`src/rtl/l0_pkg.sv`:
```
// l0_pkg: shared read-mode encodings and default sizing for the skew buffer
//   MODE_PAR  : all rows read in the same cycle
//   MODE_STAG : row i read i cycles after row 0
package l0_pkg;
  typedef enum logic {MODE_PAR = 1'b0, MODE_STAG = 1'b1} mode_e;
  localparam int ROW_DEF = 8;
  localparam int BW_DEF = 4;
  localparam int DEPTH_DEF = 64;
  localparam int AF_MARGIN = 4;
  function automatic int cnt_w(input int depth);
    return $clog2(depth + 1);
  endfunction
endpackage

```
`src/rtl/fifo_sync_row.sv`:
```
// fifo_sync_row: one synchronous row FIFO with a registered read port
//   clk, reset        : clock, sync active-high reset
//   wr, in            : push request and data (dropped when full)
//   rd                : pop request (ignored when empty)
//   out, o_valid      : registered read data and its one-cycle strobe
//   o_empty, o_full   : occupancy flags
//   o_count           : occupancy 0..DEPTH
module fifo_sync_row import l0_pkg::*; #(
  parameter int BW = BW_DEF,
  parameter int DEPTH = DEPTH_DEF
) (
  input  logic                        clk,
  input  logic                        reset,
  input  logic                        wr,
  input  logic                        rd,
  input  logic [BW-1:0]               in,
  output logic [BW-1:0]               out,
  output logic                        o_valid,
  output logic                        o_empty,
  output logic                        o_full,
  output logic [cnt_w(DEPTH)-1:0]     o_count
);
  localparam int PW = $clog2(DEPTH) + 1;
  logic [BW-1:0] r_mem [DEPTH];
  logic [PW-1:0] r_wptr, r_rptr;
  logic [BW-1:0] r_out;
  logic          r_valid;
  logic          w_push, w_pop;
  // one extra pointer bit separates full from empty when the addresses match
  assign o_empty = r_wptr == r_rptr;
  assign o_full  = (r_wptr[PW-1] != r_rptr[PW-1]) && (r_wptr[PW-2:0] == r_rptr[PW-2:0]);
  assign w_push  = wr && !o_full;
  assign w_pop   = rd && !o_empty;
  assign o_count = r_wptr - r_rptr;
  assign out     = r_out;
  assign o_valid = r_valid;
  always_ff @(posedge clk) begin
    if (w_push) r_mem[r_wptr[PW-2:0]] <= in;
  end
  // pop reads pre-edge contents, so an empty row never forwards same-cycle write data
  always_ff @(posedge clk) begin
    if (reset) begin
      r_wptr  <= '0;
      r_rptr  <= '0;
      r_out   <= '0;
      r_valid <= 1'b0;
    end else begin
      if (w_push) r_wptr <= r_wptr + 1'b1;
      if (w_pop) begin
        r_rptr <= r_rptr + 1'b1;
        r_out  <= r_mem[r_rptr[PW-2:0]];
      end
      r_valid <= w_pop;
    end
  end
endmodule

```
`src/rtl/l0_skew_buf.sv`:
```
// l0_skew_buf: ROW parallel FIFOs written together, read in parallel or staggered
//   clk, reset  : clock, sync active-high reset
//   wr, in      : push one word into every row (row i on in[BW*i +: BW])
//   rd, rd_mode : read request and mode (0 parallel, 1 staggered by row index)
//   out, o_valid: registered per-row read data and strobes
//   o_full, o_ready, o_afull, o_count : buffer flags, row-0 occupancy
//   o_ovf, o_udf: sticky overflow / underflow
module l0_skew_buf import l0_pkg::*; #(
  parameter int ROW = ROW_DEF,
  parameter int BW = BW_DEF,
  parameter int DEPTH = DEPTH_DEF,
  parameter int AF_LVL = DEPTH - AF_MARGIN
) (
  input  logic                      clk,
  input  logic                      reset,
  input  logic                      wr,
  input  logic [ROW*BW-1:0]         in,
  input  logic                      rd,
  input  logic                      rd_mode,
  output logic [ROW*BW-1:0]         out,
  output logic [ROW-1:0]            o_valid,
  output logic                      o_full,
  output logic                      o_ready,
  output logic                      o_afull,
  output logic [cnt_w(DEPTH)-1:0]   o_count,
  output logic                      o_ovf,
  output logic                      o_udf
);
  localparam int CW = cnt_w(DEPTH);
  mode_e          r_mode;
  logic [ROW-1:0] r_rd_en, w_rd_nxt, w_empty, w_full;
  logic           w_wr;
  logic           r_ovf, r_udf;
  // rows share one accept decision so they never drift apart in content
  assign w_wr    = wr && !o_full;
  assign o_full  = |w_full;
  assign o_ready = &w_empty;
  assign o_afull = int'(o_count) >= AF_LVL;
  assign o_ovf   = r_ovf;
  assign o_udf   = r_udf;
  for (genvar g = 0; g < ROW; g++) begin : g_en
    if (g == 0) begin : g_head
      assign w_rd_nxt[g] = rd;
    end else begin : g_tail
      assign w_rd_nxt[g] = (r_mode == MODE_STAG) ? r_rd_en[g-1] : rd;
    end
  end
  // mode only changes while the read pipeline is idle, so a burst keeps its shape
  always_ff @(posedge clk) begin
    if (reset) begin
      r_mode  <= MODE_PAR;
      r_rd_en <= '0;
      r_ovf   <= 1'b0;
      r_udf   <= 1'b0;
    end else begin
      if (r_rd_en == '0 && !rd) r_mode <= mode_e'(rd_mode);
      r_rd_en <= w_rd_nxt;
      r_ovf   <= r_ovf | (wr & o_full);
      r_udf   <= r_udf | |(r_rd_en & w_empty);
    end
  end
  for (genvar g = 0; g < ROW; g++) begin : g_row
    logic [CW-1:0] w_cnt;
    fifo_sync_row #(.BW(BW), .DEPTH(DEPTH)) u_row (
      .clk     (clk),
      .reset   (reset),
      .wr      (w_wr),
      .rd      (r_rd_en[g]),
      .in      (in[g*BW +: BW]),
      .out     (out[g*BW +: BW]),
      .o_valid (o_valid[g]),
      .o_empty (w_empty[g]),
      .o_full  (w_full[g]),
      .o_count (w_cnt)
    );
    if (g == 0) begin : g_cnt
      assign o_count = w_cnt;
    end else begin : g_spare
      logic [CW-1:0] w_cnt_unused;
      assign w_cnt_unused = w_cnt;
    end
  end
endmodule

```
`config.mk`:
```
export PLATFORM = sky130hd
export DESIGN_NAME = l0_skew_buf
export DESIGN_NICKNAME = d
export VERILOG_FILES = /design/src/rtl/l0_pkg.sv /design/src/rtl/fifo_sync_row.sv /design/src/rtl/l0_skew_buf.sv
export SDC_FILE = /design/constraint.sdc
export NUM_CORES = 2
export LEC_CHECK = 0
export ABC_CLOCK_PERIOD_IN_PS = 4400
export BUFFER_PORTS_ARGS = -buffer_cell sky130_fd_sc_hd__buf_2
export CAP_MARGIN = 30
export CORE_MARGIN = 2
export CORE_UTILIZATION = 50
export DETAILED_ROUTE_END_ITERATION = 10
export PLACE_DENSITY = 0.65
export SYNTH_ARGS = -nofsm -noshare
export SYNTH_HDL_FRONTEND = slang
export SYNTH_SLANG_ARGS = --single-unit
```
`constraint.sdc`:
```
create_clock -name clk -period 4.4 [get_ports clk]
set_clock_uncertainty 0.15 [all_clocks]
set_input_delay 0.88 -clock clk [delete_from_list [all_inputs] [get_ports clk]]
set_output_delay 0.88 -clock clk [all_outputs]
set_load 0.05 [all_outputs]
```
==> run_results.csv <==
group,metric,value,unit
worst_setup_path,critical_path.max_fanout,10,
finish,stdcell_count,7895,
worst_setup_path,critPathMaxStageDelay,0.67,ns
worst_setup_path,worstPathCellList,"xor2_1 -> nor4_1 -> and3b_1 -> nand2_1 -> nor4_2 -> buf_4 -> buf_12",
hold_path,whs_path_depth,1,
worst_setup_path,slowest_stage,"dfxtp_1",
routing,vias,47060,
hold_path,hp-start,"in[8]",
routing,firstDrtPassIters,5,
yosys,ys_ff_latch,2211,
worst_setup_path,r2r_end,"g_row[6].u_row.r_mem[4][2]",
floorplanning,io_pins,89,
global_route,grtUsageTotal,0.217,
sta,tightest_slew,0.997,ns
power_and_ir_drop,p_total,43.8,mW
global_route,grt_max_degree,80,
clock_tree,cts_root_buf,"clkbuf_16",
yosys,syn-cell-area,0.0891,mm2
clock_tree,cts_hold_buf,0,
yosys,ys_seq_area_frac,0.727,
worst_setup_path,crit_family,"simple AND/OR/NAND/NOR gates",
clock_tree,clk_pin_slew,0.07,ns
clock_tree,clk_path_buf_depth,3,
power_and_ir_drop,power_density,442,mW/mm2
hold_path,hold_class,"in2reg",
worst_setup_path,start_kind,"flop",
sta,final_hold_viol_count,0,
worst_setup_path,r2r_start,"g_row[0].u_row.r_rptr[5]",
place,place_inst,7482,
yosys,yosys_most_used_dff,"edfxtp_1",
sta,finalCritPeriodShare,0.966,
sta,fin_crit,4.25,ns
routing,wire_per_inst,25.0,um
yosys,yosys-top-cells-area,"edfxtp_1 69%, mux4_2 9.1%, dfxtp_1 3.7%, mux2i_1 3.2%, nor2_1 3.0%",
worst_setup_path,ff2ff_setup_slack,0.19,ns
clock_tree,clk_latency,0.86,ns
clock_tree,cts_buffers,217,
global_route,grt_overflow_total,0,
worst_setup_path,ff2ff_path_depth,9,
worst_setup_path,cp.arrival,3.22,ns
yosys,yosysWarningCount,0,
yosys,syn_area_per_cell,16.8,um2
yosys,synth_cell_types,62,
place,port_buffers,88,
worst_setup_path,crit_type,"reg2out",
sta,fmax,0.235,GHz
yosys,synth_top_area_frac,0.691,
clock_tree,htree_levels,4,
floorplanning,initial_core_util,0.505,
place,hpwl,123,mm
floorplanning,rows,154,
sta,setup_viol,0,
sta,max_slew_margin,0.335,
yosys,synth-edff-count,2048,
routing,vias_per_cell,5.96,
power_and_ir_drop,ir_drop,0.384,mV
routing,drc,0,
worst_setup_path,path_buf_inv,2,
worst_setup_path,crit_start,"g_row[7].u_row.r_wptr[4]",
routing,route.final.wire_length,197,mm
sta,slew_viol_final,0,
worst_setup_path,crit_path_end_kind,"output pin",
sta,fin_hold_ws,0.119,ns
global_route,grt_pass1_wl,298,mm
floorplanning,die_h,426,um
clock_tree,cts_tree,"built",
routing,drt-initial-drc-count,4927,
finish,num-fill-cells,13494,
worst_setup_path,path_depth,7,
yosys,async_flop_share,0,
yosys,yosys.area.top_type,"edfxtp_1",
sta,rsz0062_at_grt,"no",
floorplanning,die-area,0.181,mm2
yosys,syn_inst,5305,
yosys,syn-num-nets,5365,
finish,syn2layout_area_growth,11.4,%
hold_path,hold_end,"g_row[2].u_row.r_mem[5][0]",
job,maxCapViolations,0,
finish,fin_nets,5423,
floorplanning,coreArea,0.176,mm2
routing,ant_nets,0,
floorplanning,die_x,426,um
global_route,grt_pass1_vias,47288,
worst_setup_path,crit_required,3.37,ns
global_route,grt_antenna_before_repair,2,
outcome,status,"finished, final reports clean",
place,gp_congestion,0.807,
clock_tree,cts_sinks,2211,
finish,drive_gt1_frac,0.177,
power_and_ir_drop,leakagePower,30.2,nW
[worst max-delay path by stage]
stage | to | slack [ns]
3_3_place_gp | g_row[6].u_row.r_mem[60][0] | 0.34
3_5_place_dp | g_row[6].u_row.r_mem[4][3] | 0.23
6_report | o_ready | 0.15
4_1_cts | o_full | 0.01
5_1_grt | o_ready | 0.01
2_1_floorplan | o_afull | -0.08
[state kept, by name, indices dropped and copies added (netlist names)]
signal               flops
g_row.u_row.out         32
g_row.u_row.r_rptr      56
r_rd_en                  8
o_ovf                    1
g_row.u_row.r_mem     2048
g_row.u_row.o_valid      8
r_mode                   1
o_udf                    1
g_row.u_row.r_wptr      56
[per-stage QoR]
stage	TNS [ns]	area, um2	util	setup WS [ns]
2_1_floorplan	-0.0753	89100	-	-0.0753
3_3_place_gp	0	91900	0.521	0.339
3_5_place_dp	0	92000	0.521	0.229
4_1_cts	0	99200	0.562	0.0109
5_1_grt	0	99200	0.562	0.0125
6_report	0	99200	0.562	0.149
[worst reg2reg max path, stage by stage (launching register included)]
cell and delay, ns:
dfxtp_1 0.45, clkinvlp_4 0.23, ha_1 0.41, nand4_1 0.14, or3_1 0.23, nand4_2 0.23
or3_4 0.58, buf_12 0.23, or4b_1 0.80, nor2_1 0.42
[cell type report]
| type | instances | area [um2] | share of cell area |
|---|---|---|---|
| Inverter | 26 | 101 | 0.00102 |
| Sequential cell | 2211 | 64800 | 0.653 |
| Clock inverter | 124 | 1280 | 0.0129 |
| Multi-Input combinational cell | 2694 | 22700 | 0.228 |
| Clock buffer | 284 | 5820 | 0.0587 |
| Tap cell | 2340 | 2930 | 0.0295 |
| Timing Repair Buffer | 213 | 1590 | 0.0161 |
| Antenna cell | 3 | 7.51 | 0.0000757 |
[synth_stat cells (all sizes together) (35+ instances only)]
cell type and instances:
nor2b 56, nor3 41, a211oi 64, dfxtp 163, mux2i 289, or3 44, clkbuf 216, o221ai 54
mux4 360, edfxtp 2048, nand2 151, a22oi 68, a21oi 171, o21ai 64, nor2 705, xor2 75
nand4 43, nand3 79, o22ai 37, buf 158, nand3b 46, xnor2 35, a311oi 38
[cells by family after synthesis]
logic type,Yosys count,synth area share
buf+inv,400,0.0192
mux,682,0.128
flops,2211,0.727
fa+ha+maj,23,0.00332
xor+xnor,110,0.0108
simple gates,1294,0.0679
compound gates,585,0.0437
[cell usage in the layout (no fill, tap or decap), types with 37 or more instances in the layout]
| cell type | count |
|---|---|
| mux4_2 | 360 |
| or3_1 | 43 |
| clkinv_2 | 37 |
| o221ai_1 | 54 |
| clkinv_1 | 47 |
| nand3_1 | 78 |
| a21oi_1 | 170 |
| nor3_1 | 40 |
| a311oi_1 | 38 |
| buf_2 | 84 |
| edfxtp_1 | 2048 |
| clkbuf_16 | 218 |
| mux2i_1 | 289 |
| a22oi_1 | 68 |
| o22ai_1 | 37 |
| buf_4 | 113 |
| xor2_1 | 75 |
| nor2b_1 | 53 |
| a211oi_1 | 64 |
| o21ai_0 | 64 |
| nand4_1 | 42 |
| clkbuf_1 | 54 |
| nand2_1 | 150 |
| nand3b_1 | 46 |
| nor2_1 | 705 |
| dfxtp_1 | 143 |
[layer usage]
layer	up-vias	GRT usage	wire length, um
met3	308	0.0310	11700
li1	21072	-	-
met5	-	0	0
met1	24107	0.307	84100
met2	1573	0.353	96700
met4	0	0.0653	4890
[power by group]
| part | switching (mW) | internal, mW | total [mW] |
|---|---|---|---|
| clock network | 7.73 | 10.7 | 18.4 |
| registers | 0.113 | 23.1 | 23.2 |
| logic | 1.48 | 0.800 | 2.28 |
| total | 9.32 | 34.5 | 43.8 |
[what timing repair did]
action / CTS / global route
resized for setup: 4 / 11
setup endpoints to repair: 4 / 3
gates cloned: 0 / 0
buffers inserted: 1 / 0
pin swaps: 1 / 1
Power figures use the tool's default switching activity.
